### config.mk
export PLATFORM = sky130hd
export DESIGN_NAME = switch_output_scheduler
export DESIGN_NICKNAME = d
export VERILOG_FILES = /design/src/rtl/switch_output_scheduler.sv
export SDC_FILE = /design/constraint.sdc
export NUM_CORES = 1
export LEC_CHECK = 0
export CORE_ASPECT_RATIO = 0.6
export CORE_MARGIN = 2
export CORE_UTILIZATION = 60
export CTS_BUF_LIST = sky130_fd_sc_hd__clkbuf_4
export DETAILED_ROUTE_END_ITERATION = 6
export HOLD_SLACK_MARGIN = 0.15
export PLACE_DENSITY = 0.84
export SLEW_MARGIN = 0
export SYNTH_ARGS = -nofsm -noshare
export SYNTH_HDL_FRONTEND = slang
export SYNTH_SLANG_ARGS = --single-unit
### constraint.sdc
create_clock -name clk -period 5.8 [get_ports clk]
set_input_delay 1.45 -clock clk [delete_from_list [all_inputs] [get_ports clk]]
set_output_delay 1.45 -clock clk [all_outputs]
set_load 0.02 [all_outputs]
### src/rtl/switch_output_scheduler.sv
// -----------------------------------------------------------------------------
// switch_output_scheduler
//
// Per-output round-robin scheduler for a 4-port switch. Each cycle it chooses
// which input FIFO head drives each output port. A head may carry a multi-hot
// target mask. A multicast head can be served across several cycles. Its
// still-unserved targets are remembered, and the head is popped once every
// target has been served. Each input also has a sticky starvation flag.
//
// Ports
//   clk               system clock
//   rst               asynchronous, active-high reset
//   head_valid[i]     input FIFO i has a head packet
//   head_target       [4i+3:4i] multi-hot target mask of head i
//   out_ready[j]      output j can accept a packet this cycle
//   grant             [4i+j] input i transfers to output j this cycle
//   out_valid[j]      output j is transferring this cycle
//   out_src           [2j+1:2j] input driving output j (0 when idle)
//   head_pop[i]       pop input FIFO i at the end of this cycle
//   zero_target_drop  head i popped because its target mask is empty
//   starved[i]        sticky: head i waited MAX_WAIT cycles without a grant
// -----------------------------------------------------------------------------
module switch_output_scheduler #(
  parameter int N_PORTS  = 4,
  parameter int PTR_W    = 2,
  parameter int MAX_WAIT = 64
) (
  input  logic                       clk,
  input  logic                       rst,
  input  logic [N_PORTS-1:0]         head_valid,
  input  logic [N_PORTS*N_PORTS-1:0] head_target,
  input  logic [N_PORTS-1:0]         out_ready,
  output logic [N_PORTS*N_PORTS-1:0] grant,
  output logic [N_PORTS-1:0]         out_valid,
  output logic [N_PORTS*PTR_W-1:0]   out_src,
  output logic [N_PORTS-1:0]         head_pop,
  output logic [N_PORTS-1:0]         zero_target_drop,
  output logic [N_PORTS-1:0]         starved
);

  localparam int               CNT_W   = $clog2(MAX_WAIT + 1);
  localparam logic [CNT_W-1:0] CNT_MAX = CNT_W'(MAX_WAIT);

  // State
  logic [PTR_W-1:0]   rr_ptr_q   [N_PORTS];
  logic [PTR_W-1:0]   rr_ptr_d   [N_PORTS];
  logic [N_PORTS-1:0] rem_valid_q;
  logic [N_PORTS-1:0] rem_valid_d;
  logic [N_PORTS-1:0] rem_mask_q [N_PORTS];
  logic [N_PORTS-1:0] rem_mask_d [N_PORTS];
  logic [CNT_W-1:0]   wait_cnt_q [N_PORTS];
  logic [CNT_W-1:0]   wait_cnt_d [N_PORTS];
  logic [N_PORTS-1:0] starved_q;
  logic [N_PORTS-1:0] starved_d;

  // Combinational per-input views
  logic [N_PORTS-1:0] eff_s  [N_PORTS];  // targets still to be served
  logic [N_PORTS-1:0] req_s  [N_PORTS];  // eff masked by head_valid
  logic [N_PORTS-1:0] gnt_s  [N_PORTS];  // row i: outputs granted to input i
  logic [N_PORTS-1:0] left_s [N_PORTS];  // targets still pending after this cycle

  // Effective mask: a partially served head uses its remembered remainder.
  // head_target is ignored until that remainder has been fully delivered.
  always_comb begin
    for (int i = 0; i < N_PORTS; i++) begin
      eff_s[i] = rem_valid_q[i] ? rem_mask_q[i] : head_target[i*N_PORTS +: N_PORTS];
      req_s[i] = eff_s[i] & {N_PORTS{head_valid[i]}};
    end
  end

  // Round-robin arbitration, independent for each output, starting at rr_ptr.
  always_comb begin
    logic [PTR_W-1:0] idx;
    logic             found;
    for (int i = 0; i < N_PORTS; i++) begin
      gnt_s[i] = '0;
    end
    out_valid = '0;
    out_src   = '0;
    idx       = '0;
    found     = 1'b0;
    for (int j = 0; j < N_PORTS; j++) begin
      found = 1'b0;
      for (int k = 0; k < N_PORTS; k++) begin
        // Natural wrap of the PTR_W-bit sum gives the modulo search order.
        idx = rr_ptr_q[j] + PTR_W'(k);
        if (out_ready[j] && !found && req_s[idx][j]) begin
          gnt_s[idx][j]               = 1'b1;
          found                       = 1'b1;
          out_valid[j]                = 1'b1;
          out_src[j*PTR_W +: PTR_W]   = idx;
        end else begin
          found = found;
        end
      end
    end
  end

  // Flatten grants and derive pop / zero-target drop.
  always_comb begin
    grant            = '0;
    head_pop         = '0;
    zero_target_drop = '0;
    for (int i = 0; i < N_PORTS; i++) begin
      left_s[i]                     = eff_s[i] & ~gnt_s[i];
      grant[i*N_PORTS +: N_PORTS]   = gnt_s[i];
      // An empty mask leaves nothing pending, so it pops with no grant.
      head_pop[i]                   = head_valid[i] & (left_s[i] == '0);
      zero_target_drop[i]           = head_valid[i] & ~rem_valid_q[i] &
                                      (head_target[i*N_PORTS +: N_PORTS] == '0);
    end
  end

  // Next-state: pointers, multicast remainder, wait counters, starvation.
  always_comb begin
    rem_valid_d = rem_valid_q;
    starved_d   = starved_q;
    for (int j = 0; j < N_PORTS; j++) begin
      if (out_valid[j]) begin
        rr_ptr_d[j] = out_src[j*PTR_W +: PTR_W] + PTR_W'(1);
      end else begin
        rr_ptr_d[j] = rr_ptr_q[j];
      end
    end
    for (int i = 0; i < N_PORTS; i++) begin
      if (head_pop[i]) begin
        rem_valid_d[i] = 1'b0;
        rem_mask_d[i]  = '0;
      end else if (gnt_s[i] != '0) begin
        rem_valid_d[i] = 1'b1;
        rem_mask_d[i]  = left_s[i];
      end else begin
        // No grant or invalid head: an abandoned remainder is kept.
        rem_valid_d[i] = rem_valid_q[i];
        rem_mask_d[i]  = rem_mask_q[i];
      end

      if (!head_valid[i] || (gnt_s[i] != '0)) begin
        wait_cnt_d[i] = '0;
      end else if (wait_cnt_q[i] != CNT_MAX) begin
        wait_cnt_d[i] = wait_cnt_q[i] + CNT_W'(1);
      end else begin
        wait_cnt_d[i] = wait_cnt_q[i];
      end

      starved_d[i] = starved_q[i] | (wait_cnt_d[i] == CNT_MAX);
    end
  end

  // State registers with asynchronous reset.
  always_ff @(posedge clk or posedge rst) begin
    if (rst) begin
      rem_valid_q <= '0;
      starved_q   <= '0;
      for (int i = 0; i < N_PORTS; i++) begin
        rr_ptr_q[i]   <= '0;
        rem_mask_q[i] <= '0;
        wait_cnt_q[i] <= '0;
      end
    end else begin
      rem_valid_q <= rem_valid_d;
      starved_q   <= starved_d;
      for (int i = 0; i < N_PORTS; i++) begin
        rr_ptr_q[i]   <= rr_ptr_d[i];
        rem_mask_q[i] <= rem_mask_d[i];
        wait_cnt_q[i] <= wait_cnt_d[i];
      end
    end
  end

  assign starved = starved_q;

endmodule

==> impl_metrics.env <==
export IMPL_routed_wl_um=22030
export IMPL_grt_pass1_wl_um=34150
export IMPL_clock_sinks=60
export IMPL_postLayoutCellArea_um2=8122
export IMPL_comb_power_share=0.756
export IMPL_dieArea_um2=10790
export IMPL_switching_power_mw=2.368
export IMPL_ys_flop_type="dfrtp_1"
export IMPL_ios=66
export IMPL_overflow=0
export IMPL_clk_pin_slew_worst_paths_ps=120
export IMPL_finalSetupViolCount=3
export IMPL_leakagePower_nw=3.723
export IMPL_grt_max_degree=38
export IMPL_ir_drop_v=0.0003925
export IMPL_drt_iter0_drc=1019
export IMPL_p_clk_frac=0.081
export IMPL_worstPathArrival_ps=4390
export IMPL_die_height_um=81.27
export IMPL_synth_avg_cell_area_um2=8.304
export IMPL_worstMarginPinSlew_ps=806.9
export IMPL_crit_chain="clkdlybuf4s50_1, mux2_2, nand2_1, mux4_2, buf_4, o31ai_1, a221o_1, o221a_2, and3_1, clkdlybuf4s15_1"
export IMPL_synth_seq_cells=60
export IMPL_ys_seq_area_frac=0.2515
export IMPL_detail_route_antenna_nets=0
export IMPL_post_place_ws_ps=-303.6
export IMPL_end_kind="output pin"
export IMPL_min_period_ps=5839
export IMPL_fmax_mhz=171.3
export IMPL_p_per_area_nw_per_um2=570.2
export IMPL_outcome="complete, but fails checks"
export IMPL_dr_pass1_iters=6
export IMPL_intPower_mw=2.263
export IMPL_cts_made_buffers=9
export IMPL_cts_max_path_buffers=2
export IMPL_num_vias=7074
export IMPL_hold_violations=0
export IMPL_die_x_um=132.8
export IMPL_slowest_stage="clkdlybuf4s50_1"
export IMPL_maxSlewHeadroom=0.4551
export IMPL_required_ps=4350
export IMPL_track_usage=0.4047
export IMPL_syn_num_nets=769
export IMPL_cp_max_fo=5
export IMPL_netSwitchingFraction=0.5114
export IMPL_coreArea_um2=9774
export IMPL_portBuffers=65
export IMPL_fin_nets=962
export IMPL_h_tree_depth=3
export IMPL_hold_class="register to register"
export IMPL_initial_core_util=0.6109
export IMPL_post_synth_inst_count=719
export IMPL_slowest_delay_ps=620
export IMPL_area_growth_pct=36.02
export IMPL_insertion_delay_ps=460
export IMPL_wl_per_cell_um=20.94
export IMPL_cts_hold_buf=0
export IMPL_async_reset_ff_frac=1.000
export IMPL_maxCapViolCount=0
export IMPL_placed_cell_area_um2=7739
export IMPL_dp_hpwl_um=16550
export IMPL_grt_pass1_vias=6594
export IMPL_antenna_found_initial=0
export IMPL_finalCritPeriodShare=1.007
export IMPL_drc=0
export IMPL_n_antenna_cell=0
export IMPL_hold_ws_ps=481.7
export IMPL_rows=28
export IMPL_tritoncts="done"
export IMPL_yosysUniqueCellTypes=83
export IMPL_gp_congestion=1.079
export IMPL_finalMaxSlewViolations=0
export IMPL_violations="setup timing"
export IMPL_worst_setup_path_type="primary input to output pin"
export IMPL_setup_ws_ps=-39.33
export IMPL_startpoint_type="primary input"
export IMPL_rsz0062_at_grt="true"
export IMPL_vias_per_cell=6.724
export IMPL_ys_warn_count=0
export IMPL_synth_area_um2=5971
export IMPL_p_seq_frac=0.163
export IMPL_synth_edff_count=0
export IMPL_skew_ps=22.61
export IMPL_root_buffer="clkbuf_4"
export IMPL_final_layout_size_suffix_gt1_frac=0.2650
per-layer routing:
metal | vias up | track usage | share of wire
met5 | - | 0 | 0
met4 | 0 | 0.1247 | 0.028
met3 | 73 | 0.1199 | 0.13
met2 | 528 | 0.6161 | 0.43
met1 | 3349 | 0.5567 | 0.42
li1 | 3124 | - | -
power groups by stage:
stage / Sequential, mW / Clock (mW) / Combinational, mW
after floorplan: 0.633 / 0 / 1.98
after global placement: 0.721 / 0 / 3.14
after detailed placement: 0.738 / 0 / 3.24
after CTS: 0.732 / 0.374 / 3.29
after global routing: 0.768 / 0.391 / 3.71
final: 0.755 / 0.375 / 3.50
metrics by stage:
step	TNS (ps)	total power, mW	util	std cells
final	-86.66	4.631	0.8309	1052
after global routing	-69.36	4.874	0.8309	1052
after CTS	0	4.394	0.8129	1050
after detailed placement	-1234	3.977	0.7917	1031
after global placement	-633.3	3.862	0.7917	1031
after floorplan	0	2.616	-	719
cell type report:
class | instances | area [µm²]
clock inverter | 7 | 98.84
fill | 584 | 1653
clock buffer | 9 | 67.56
tap | 135 | 168.9
multi-input combinational | 571 | 4274
sequential | 60 | 1501
timing repair buffer | 213 | 1793
inverter | 57 | 217.7
synthesized netlist by cell type (all sizes together), types with 9 or more instances:
cell | instances | area [µm²]
buf | 15 | 93.84
o221ai | 13 | 113.9
o211ai | 10 | 75.07
nor2 | 66 | 250.2
xor2 | 18 | 157.7
ha | 24 | 300.3
dfrtp | 60 | 1501
clkbuf | 17 | 63.81
o22ai | 10 | 62.56
o31ai | 12 | 90.09
mux2i | 23 | 230.2
mux2 | 19 | 221.5
inv | 57 | 214.0
o32ai | 15 | 131.4
nand3 | 27 | 135.1
nand2b | 17 | 106.4
a22oi | 9 | 67.56
nand4 | 13 | 81.33
a21oi | 18 | 90.09
xnor2 | 9 | 78.83
o21ai | 22 | 110.1
nand2 | 73 | 284.0
a211oi | 16 | 130.1
nor3 | 22 | 110.1
kinds of logic after synthesis:
group / count (synthesis) / synth area share
DFF: 60 / 0.2515
AOI/OAI and AO/OA: 201 / 0.2693
and+or+nand+nor: 271 / 0.2326
adders and majority gates: 24 / 0.05029
buffers and inverters: 89 / 0.06224
xor gates and xnor gates: 27 / 0.03961
muxes: 47 / 0.09451
registers in the layout (all words and copies together), names as in the netlist:
signal / flops
wait_cnt_q: 28
rem_mask_q: 16
rem_valid_q: 4
rr_ptr_q: 8
starved: 4
layout by cell type, fill, tap and decap left out, drive strengths merged, types with 10 or more instances in the layout:
cell type and count:
o32ai 15, o211ai 10, clkbuf 10, a21oi 18, nor2 66, inv 57, o221ai 13, o22ai 10
ha 24, o31ai 12, mux2i 23, mux2 19, xor2 18, nand2 73, nand4 13, a211oi 16
nor3 22, buf 148, dfrtp 60, nand3 27, nand2b 17, clkdlybuf4s50 51, o21ai 22
worst max-delay path: cells and delay by family:
| family | cells | cell delay (ps) |
|---|---|---|
| simple gates | 2 | 310 |
| buf+inv | 3 | 1100 |
| compound gates | 3 | 740 |
| mux | 2 | 790 |
repair_timing:
item | in CTS | in global routing
pin swaps | 2 | 3
endpoints found under the setup margin | 14 | 18
gates resized for setup | 18 | 35
buffers inserted | 3 | 1
gates cloned | 0 | 1
worst paths after layout:
check | end | slack (ps) | startpoint | cells after the start
worst max register to register | rem_mask_q[5] | 1720 | rr_ptr_q[6] | 11
min in group asynchronous | wait_cnt_q[0] | 1310 | rst | 2
worst max-delay path | head_pop[1] | -40 | head_target[1] | 10
worst min-delay path | starved[1] | 480 | starved[1] | 2
max in group asynchronous | wait_cnt_q[24] | 3580 | rst | 3
worst min register to register | starved[1] | 480 | starved[1] | 2
Power figures use the tool's default switching activity.
